--- config.mk ---
export PLATFORM = sky130hd
export DESIGN_NAME = axi_err_slv
export DESIGN_NICKNAME = d
export VERILOG_FILES = /design/src/rtl/axi_err_slv_pkg.sv /design/src/rtl/axi_err_slv_rd.sv /design/src/rtl/axi_err_slv.sv
export SDC_FILE = /design/constraint.sdc
export NUM_CORES = 1
export LEC_CHECK = 0
export CORE_AREA = 2 2 166 168
export CTS_CLUSTER_DIAMETER = 30
export CTS_CLUSTER_SIZE = 12
export DETAILED_ROUTE_END_ITERATION = 8
export DIE_AREA = 0 0 168 170
export PLACE_DENSITY_LB_ADDON = 0.08
export SKIP_CTS_REPAIR_TIMING = 1
export SLEW_MARGIN = 20
export SYNTH_ARGS = -nofsm -noshare
export SYNTH_HDL_FRONTEND = slang
export SYNTH_SLANG_ARGS = --single-unit
--- constraint.sdc ---
create_clock -name clk_i -period 2.53 [get_ports clk_i]
set_input_delay 0.506 -clock clk_i [delete_from_list [all_inputs] [get_ports clk_i]]
set_output_delay 0.506 -clock clk_i [all_outputs]
set_load 0.02 [all_outputs]
--- src/rtl/axi_err_slv_pkg.sv ---
// Shared types and constants for the DECERR terminating AXI4 responder.
package axi_err_slv_pkg;

  localparam int unsigned IdWidthSlave = 6;
  localparam int unsigned AddrWidth    = 64;
  localparam int unsigned DataWidth    = 64;
  localparam int unsigned UserWidth    = 1;

  localparam logic [1:0]  RESP_DECERR       = 2'b11;
  localparam logic [63:0] RESP_DATA_DEFAULT = 64'hBADC_AB1E_BADC_AB1E;

  typedef enum logic [1:0] {W_IDLE, W_DATA, W_RESP} w_state_e;
  typedef enum logic       {R_IDLE, R_DATA}         r_state_e;

  typedef struct packed {
    logic [IdWidthSlave-1:0] id;
    logic [AddrWidth-1:0]    addr;
    logic [7:0]              len;
    logic [2:0]              size;
    logic [1:0]              burst;
    logic [5:0]              atop;
    logic [UserWidth-1:0]    user;
  } axi_aw_chan_t;

  typedef struct packed {
    logic [DataWidth-1:0]   data;
    logic [DataWidth/8-1:0] strb;
    logic                   last;
    logic [UserWidth-1:0]   user;
  } axi_w_chan_t;

  typedef struct packed {
    logic [IdWidthSlave-1:0] id;
    logic [AddrWidth-1:0]    addr;
    logic [7:0]              len;
    logic [2:0]              size;
    logic [1:0]              burst;
    logic [UserWidth-1:0]    user;
  } axi_ar_chan_t;

  typedef struct packed {
    logic [IdWidthSlave-1:0] id;
    logic [1:0]              resp;
    logic [UserWidth-1:0]    user;
  } axi_b_chan_t;

  typedef struct packed {
    logic [IdWidthSlave-1:0] id;
    logic [DataWidth-1:0]    data;
    logic [1:0]              resp;
    logic                    last;
    logic [UserWidth-1:0]    user;
  } axi_r_chan_t;

  typedef struct packed {
    axi_aw_chan_t aw;
    logic         aw_valid;
    axi_w_chan_t  w;
    logic         w_valid;
    logic         b_ready;
    axi_ar_chan_t ar;
    logic         ar_valid;
    logic         r_ready;
  } axi_req_t;

  typedef struct packed {
    logic        aw_ready;
    logic        ar_ready;
    logic        w_ready;
    logic        b_valid;
    axi_b_chan_t b;
    logic        r_valid;
    axi_r_chan_t r;
  } axi_resp_t;

endpackage

--- src/rtl/axi_err_slv_rd.sv ---
// Read-side FSM of the error responder: accepts one AR and returns arlen+1 DECERR beats.
module axi_err_slv_rd
  import axi_err_slv_pkg::*;
#(
  parameter int unsigned IdWidth = IdWidthSlave
) (
  input  logic               clk_i,
  input  logic               rst_ni,
  input  logic               ar_valid,
  input  logic [IdWidth-1:0] ar_id,
  input  logic [7:0]         ar_len,
  input  logic               r_ready,
  output logic               ar_ready,
  output logic               r_valid,
  output logic [IdWidth-1:0] r_id,
  output logic               r_last
);

  r_state_e   state;
  logic [7:0] cnt;

  // r_last is precomputed from the counter so it never depends on r_ready combinationally
  always_ff @(posedge clk_i or negedge rst_ni) begin
    if (!rst_ni) begin
      state    <= R_IDLE;
      ar_ready <= 1'b1;
      r_valid  <= 1'b0;
      r_id     <= '0;
      r_last   <= 1'b0;
      cnt      <= '0;
    end else begin
      case (state)
        R_IDLE: begin
          if (ar_valid) begin
            state    <= R_DATA;
            ar_ready <= 1'b0;
            r_valid  <= 1'b1;
            r_id     <= ar_id;
            cnt      <= ar_len;
            r_last   <= (ar_len == 8'd0);
          end
        end
        R_DATA: begin
          if (r_ready) begin
            if (r_last) begin
              state    <= R_IDLE;
              ar_ready <= 1'b1;
              r_valid  <= 1'b0;
              r_last   <= 1'b0;
            end else begin
              cnt    <= cnt - 8'd1;
              r_last <= (cnt == 8'd1);
            end
          end
        end
        default: state <= R_IDLE;
      endcase
    end
  end

endmodule

--- src/rtl/axi_err_slv.sv ---
// AXI4 terminating slave answering every burst with DECERR; optional fault capture
// (address, pulse, saturating count) enabled by defining ERR_SLV_CAPTURE_EN.
module axi_err_slv
  import axi_err_slv_pkg::*;
#(
  parameter int unsigned             AxiIdWidth   = IdWidthSlave,
  parameter int unsigned             AxiAddrWidth = 64,
  parameter int unsigned             AxiDataWidth = 64,
  parameter logic [AxiDataWidth-1:0] RespData     = RESP_DATA_DEFAULT,
  parameter type                     req_t        = axi_req_t,
  parameter type                     resp_t       = axi_resp_t
) (
  input  logic                    clk_i,
  input  logic                    rst_ni,
  input  req_t                    axi_req_i,
  output resp_t                   axi_resp_o,
  output logic                    err_valid_o,
  output logic [AxiAddrWidth-1:0] err_addr_o,
  output logic [15:0]             err_cnt_o
);

  w_state_e              w_state;
  logic                  aw_ready, w_ready, b_valid;
  logic [AxiIdWidth-1:0] b_id;
  logic                  ar_ready, r_valid, r_last;
  logic [AxiIdWidth-1:0] r_id;
  logic                  aw_hs, ar_hs;

  assign aw_hs = axi_req_i.aw_valid & aw_ready;
  assign ar_hs = axi_req_i.ar_valid & ar_ready;

  // Write side: awlen and atop are ignored, only wlast closes the burst
  always_ff @(posedge clk_i or negedge rst_ni) begin
    if (!rst_ni) begin
      w_state  <= W_IDLE;
      aw_ready <= 1'b1;
      w_ready  <= 1'b0;
      b_valid  <= 1'b0;
      b_id     <= '0;
    end else begin
      case (w_state)
        W_IDLE: begin
          if (aw_hs) begin
            w_state  <= W_DATA;
            aw_ready <= 1'b0;
            w_ready  <= 1'b1;
            b_id     <= axi_req_i.aw.id;
          end
        end
        W_DATA: begin
          if (axi_req_i.w_valid && axi_req_i.w.last) begin
            w_state <= W_RESP;
            w_ready <= 1'b0;
            b_valid <= 1'b1;
          end
        end
        W_RESP: begin
          if (axi_req_i.b_ready) begin
            w_state  <= W_IDLE;
            b_valid  <= 1'b0;
            aw_ready <= 1'b1;
          end
        end
        default: w_state <= W_IDLE;
      endcase
    end
  end

  axi_err_slv_rd #(
    .IdWidth (AxiIdWidth)
  ) u_rd (
    .clk_i    (clk_i),
    .rst_ni   (rst_ni),
    .ar_valid (axi_req_i.ar_valid),
    .ar_id    (axi_req_i.ar.id),
    .ar_len   (axi_req_i.ar.len),
    .r_ready  (axi_req_i.r_ready),
    .ar_ready (ar_ready),
    .r_valid  (r_valid),
    .r_id     (r_id),
    .r_last   (r_last)
  );

  always_comb begin
    axi_resp_o          = '0;
    axi_resp_o.aw_ready = aw_ready;
    axi_resp_o.w_ready  = w_ready;
    axi_resp_o.b_valid  = b_valid;
    axi_resp_o.b.id     = b_id;
    axi_resp_o.b.resp   = RESP_DECERR;
    axi_resp_o.ar_ready = ar_ready;
    axi_resp_o.r_valid  = r_valid;
    axi_resp_o.r.id     = r_id;
    axi_resp_o.r.data   = RespData;
    axi_resp_o.r.resp   = RESP_DECERR;
    axi_resp_o.r.last   = r_last;
  end

`ifdef ERR_SLV_CAPTURE_EN
  function automatic logic [15:0] sat_add(input logic [15:0] a, input logic [1:0] inc);
    logic [16:0] sum;
    sum = {1'b0, a} + {15'd0, inc};
    return sum[16] ? 16'hFFFF : sum[15:0];
  endfunction

  logic                    err_valid_q;
  logic [AxiAddrWidth-1:0] err_addr_q;
  logic [15:0]             err_cnt_q;

  // A simultaneous AW and AR counts twice but only the AW address is kept
  always_ff @(posedge clk_i or negedge rst_ni) begin
    if (!rst_ni) begin
      err_valid_q <= 1'b0;
      err_addr_q  <= '0;
      err_cnt_q   <= '0;
    end else begin
      err_valid_q <= aw_hs | ar_hs;
      if (aw_hs)      err_addr_q <= axi_req_i.aw.addr;
      else if (ar_hs) err_addr_q <= axi_req_i.ar.addr;
      err_cnt_q <= sat_add(err_cnt_q, {1'b0, aw_hs} + {1'b0, ar_hs});
    end
  end

  assign err_valid_o = err_valid_q;
  assign err_addr_o  = err_addr_q;
  assign err_cnt_o   = err_cnt_q;
`else
  assign err_valid_o = 1'b0;
  assign err_addr_o  = '0;
  assign err_cnt_o   = '0;
`endif

  // Payload fields (wdata, strb, sizes, users) are deliberately discarded
  logic unused;
  assign unused = ^{axi_req_i, aw_hs, ar_hs};

endmodule

# [Word-level counts from Yosys, hierarchy flattened]
# Index checks and enable logic that the tools add are counted.
[totals] ff_bits=29 word_cells=72 mem_bits_ro=0 ramBits=0 mem_count=0 latch_bits=0
[classes] magnitude_cmp=0 n_eq_ne=10 n_reduce_logical=15 shift=0 n_div=0 bitwise=2 n_addsub=1 multipliers=0 mux=33
[ops] cell="2-to-1 mux 8 bit" n=3
[ops] cell="2-to-1 mux 1 bit" n=18
[ops] cell="AND reduction 3 bit" n=6
[ops] cell="one-hot mux 8 bit (2 select lines)" n=1
[ops] cell="one-hot mux 1 bit (2 select lines)" n=7
[ops] cell="!= test 2 bit, second input constant" n=6
[ops] cell="equality test 8 x 1 -> 1 bit, second input constant" n=1
[ops] cell="zero test 8 bit" n=1
[ops] cell="subtractor 8 x 1 -> 8 bit, second input constant" n=1
[ops] cell="2-to-1 mux 2 bit" n=3
[ops] cell="one-hot mux 2 bit (3 select lines)" n=1
[ops] cell="AND reduction 2 bit" n=3
[ops] cell="nonzero test 2 bit" n=3
[ops] cell="equality test 2 x 1 -> 1 bit, second input constant" n=1
[ops] cell="equality test 2 bit, second input constant" n=1
[ops] cell="zero test 2 bit" n=1
[ops] cell="!= test 2 x 1 -> 1 bit, second input constant" n=1
[ops] cell="AND 1 bit" n=1
[ops] cell="logical AND 1 bit" n=1
[ops] cell="NOT 1 bit" n=1

# [Logic depth before layout (Yosys ltp)]
[depth] word_depth=4 depth_mapped=5

# [Cells and area by module]
# A second synthesis with hierarchy kept.
[unflattened] hier_cells=300 hier_area_um2=2687.6
[modules_own_cells] module="axi_err_slv" area_per_inst_um2=1641.6 seq_area_each_um2=276.5 n_inst=1 cells_each=193
[modules_own_cells] module="axi_err_slv_rd" area_per_inst_um2=1046.0 seq_area_each_um2=451.7 n_inst=1 cells_each=107

# [Least setup slack after synthesis]
# OpenSTA, ideal clock, no wires.
[synth_path] kind="register to register" start="reg u_rd.cnt[2]" end="reg u_rd.cnt[7]" required_time_ns=2.448 slack_ns=0.878 path_stages_with_launch=4 path_buffers=0 period_less_slack_ns=1.652 setup_time_ns=0.082 arrival_ns=1.570 path_cell_list="dfrtp_1 > or4_4 > or4_1 > a31oi_1"
[synth_via] elab_chain_cells=4
[synth_lines] item="start, declared" line_no="axi_err_slv_rd.sv:20" source="logic [7:0] cnt;"
[synth_lines] item="start signal, assigned" line_no="axi_err_slv_rd.sv:39" source="cnt <= ar_len;"
[synth_lines] item="start signal, assigned" line_no="axi_err_slv_rd.sv:51" source="cnt <= cnt - 8'd1;"
[synth_lines] item="subtractor 8 x 1 -> 8 bit" line_no="axi_err_slv_rd.sv:51"
[synth_lines] item="2-to-1 mux 8 bit" line_no="axi_err_slv_rd.sv:45" source="if (r_last) begin"
[synth_lines] item="2-to-1 mux 8 bit" line_no="axi_err_slv_rd.sv:44" source="if (r_ready) begin"
[synth_lines] item="one-hot mux 8 bit (2 select lines)" line_no="axi_err_slv_rd.sv:32" source="case (state)"
# Every way passes these cells. The select of a mux whose other input is x is not followed.
# A chain may end at the register's enable or synchronous reset.

# [Worst setup path after layout]
[layout_path] start="reg u_rd.ar_ready" end="out axi_resp_o[86] in the netlist's numbering"
[layout_lines] item="start, declared" line_no="axi_err_slv_rd.sv:13" source="output logic ar_ready,"
[layout_lines] item="start signal, assigned" line_no="axi_err_slv_rd.sv:26" source="ar_ready <= 1'b1;"
[layout_lines] item="start signal, assigned" line_no="axi_err_slv_rd.sv:36" source="ar_ready <= 1'b0;"
[layout_lines] item="start signal, assigned" line_no="axi_err_slv_rd.sv:47" source="ar_ready <= 1'b1;"
[layout_lines] item="end, declared" line_no="axi_err_slv.sv:16" source="output resp_t axi_resp_o,"
# No word-level cell between the ends.

==> impl_metrics.env <==
export IMPL_fin_setup_tns_ps=0
export IMPL_yosysWarnings=0
export IMPL_worstMarginPinSlew_ps=830.3
export IMPL_p_leak_uw=0.001396
export IMPL_start_util=0.09836
export IMPL_wl_um=6417
export IMPL_critPathKind="flop to output pin"
export IMPL_worstPathMaxFanout=3
export IMPL_grt_use_total=0.04351
export IMPL_powerDensity_nw_per_um2=710.3
export IMPL_rrSetupSlack_ps=750
export IMPL_synth_compound_area_share=0.07924
export IMPL_rsz0062_at_grt="false"
export IMPL_synthFlopType="dfrtp_1"
export IMPL_hold_violations=0
export IMPL_critical_path_slowest_cell="clkdlybuf4s50_1"
export IMPL_synth_edf_count=0
export IMPL_synth_seq_cells=29
export IMPL_drtIter0Drc=32
export IMPL_synth_top_family_by_area="buffers and inverters"
export IMPL_grt_max_degree=30
export IMPL_skew_ps=7.634
export IMPL_area_growth_pct=15.32
export IMPL_ctsLongestPathBuffers=2
export IMPL_yosys_top_cells_area="buf_4, dfrtp_1, nand2_1"
export IMPL_layout_commonest_cell="conb_1"
export IMPL_cts_tree="done"
export IMPL_synth_cells=302
export IMPL_core_area_sq_um=26650
export IMPL_reg2reg_depth=3
export IMPL_ios=424
export IMPL_layout_drive_gt1_share=0.07781
export IMPL_die_h_um=170
export IMPL_muxShareOfSynthArea=0.03389
export IMPL_rows=60
export IMPL_vias=1678
export IMPL_cp_arrival_ps=1510
export IMPL_grt_pass1_wl_um=9004
export IMPL_grt_ovfl_total=0
export IMPL_crit_family="buffers and inverters"
export IMPL_r2r_end="u_rd.cnt[7]"
export IMPL_ir_worst_vdd_v=0.0001815
export IMPL_ant_nets=0
export IMPL_cp_required_ps=2020
export IMPL_synth_top_cell_area_share=0.4496
export IMPL_setup_viol=0
export IMPL_via_per_inst=2.439
export IMPL_die_area_sq_um=28560
export IMPL_gp_congestion=0.6629
export IMPL_synthSimpleGateAreaFrac=0.1222
export IMPL_grt_pass1_vias=1505
export IMPL_clk_latency_ps=290
export IMPL_synth_xor_area_frac=0
export IMPL_syn_area_sq_um=2621
export IMPL_cts_made_buffers=5
export IMPL_n_antenna_cell=0
export IMPL_start_kind="flop"
export IMPL_place_ws_ps=323.6
export IMPL_cts_clk_slew_worst_paths_ps=60
export IMPL_clock_sinks=29
export IMPL_layout_nets=604
export IMPL_r2r_start="u_rd.cnt[2]"
export IMPL_syn_mean_instance_area_sq_um=8.680
export IMPL_crit_path_end_kind="output pin"
export IMPL_cts_root_buf="clkbuf_16"
export IMPL_grt_antenna_before_repair=0
export IMPL_multiInputGateArea_sq_um=1209
export IMPL_final_cell_mix="conb_1, clkdlybuf4s50_1, dfrtp_1"
export IMPL_worstHoldPathType="input port to asynchronous set/reset pin"
export IMPL_path_buf_inv=1
export IMPL_yosys_cell_types_count=45
export IMPL_fin_ws_ps=515.4
export IMPL_synth_adder_area_share=0.009547
export IMPL_maxCapViolations=0
export IMPL_drc=0
export IMPL_worstPathCellList="clkdlybuf4s50_1"
export IMPL_seq_area_sq_um=728.2
export IMPL_yosysSeqAreaShare=0.2778
export IMPL_status="completed"
export IMPL_min_period_over_period=0.7963
export IMPL_portBuffers=45
export IMPL_critPathMaxStageDelay_ps=690
export IMPL_async_flop_share=1.000
export IMPL_htree_levels=2
export IMPL_wl_per_cell_um=9.327
export IMPL_fmax_mhz=496.4
export IMPL_slew_headroom=0.4465
export IMPL_finalMaxSlewViolations=0
export IMPL_yosysTopAreaCell="buf_4"
export IMPL_die_x_um=168
export IMPL_first_pass_iters=4
export IMPL_nFillCells=3088
export IMPL_period_needed_ps=2015
export IMPL_dpl_hpwl_um=5021
## flip-flops by register name, summed over array words and instances (netlist names)
signal,cells
u_rd.cnt,8
w_state,2
b_valid,1
b_id,6
w_ready,1
u_rd.ar_ready,1
aw_ready,1
u_rd.r_id,6
u_rd.state,1
u_rd.r_last,1
u_rd.r_valid,1
## how the worst max path moves through the flow
stage,to,cells after the start,from,slack [ps]
floorplan,u_rd.cnt[7],3,u_rd.cnt[2],880
global placement,u_rd.cnt[7],4,axi_req_i[0],310
detailed placement,u_rd.cnt[7],4,axi_req_i[0],320
CTS,axi_resp_o[1],1,u_rd.r_last,510
global route,axi_resp_o[1],1,u_rd.r_last,480
finish,axi_resp_o[86],1,u_rd.ar_ready,520
## metal layers
| layer | global-route usage | share of wire | up-vias |
|---|---|---|---|
| met1 | 0.05116 | 0.42 | 758 |
| met4 | 0.01701 | 0.015 | 0 |
| li1 | - | - | 769 |
| met5 | 0 | 0 | - |
| met3 | 0.01837 | 0.10 | 8 |
| met2 | 0.07025 | 0.46 | 143 |
## kinds of logic after synthesis
| group | Yosys count |
|---|---|
| AO/OA/AOI/OAI | 31 |
| adder cells (fa/ha/maj) | 2 |
| buffers and inverters | 170 |
| flip-flops | 29 |
| multiplexers | 8 |
| other | 2 |
| AND/OR/NAND/NOR | 60 |
## cell usage after synthesis, types with 2 or more instances
| cell type | number |
|---|---|
| nor3_1 | 3 |
| ha_1 | 2 |
| nor2b_1 | 3 |
| o211ai_1 | 3 |
| a211oi_1 | 2 |
| dfrtp_1 | 27 |
| nand3_1 | 4 |
| a21oi_1 | 5 |
| nand3b_1 | 2 |
| nand2_1 | 24 |
| conb_1 | 2 |
| buf_6 | 2 |
| nand2b_1 | 4 |
| nor2_1 | 6 |
| inv_1 | 9 |
| buf_4 | 157 |
| o21ai_0 | 6 |
| a31oi_1 | 5 |
| mux2_2 | 7 |
| or4_1 | 2 |
| dfstp_2 | 2 |
| a2bb2oi_1 | 2 |
## through the flow
step	hold slack [ps]	instances	area, sq um	util	total power, uW
6_report	319.9	688	3023	0.1134	2147
3_3_place_gp	470.2	681	2880	0.1081	1556
2_1_floorplan	210.4	451	3181	-	1442
4_1_cts	359.9	688	3023	0.1134	2202
5_1_grt	390.4	688	3023	0.1134	2319
3_5_place_dp	471.5	681	2880	0.1081	1547
## power breakdown
part	internal, uW	switching, uW	total (uW)
clock	387	234	621
sequential	591	135	727
combinational	298	501	799
## layout make-up
cell class                 instances  area share
clock buffer                       7     0.04719
inverter                           9     0.01118
timing repair buffer              50      0.1598
sequential                        29      0.2409
tap                              341      0.1411
multi-input combinational        252      0.3998
No activity file was read; power rests on OpenSTA's default activity.
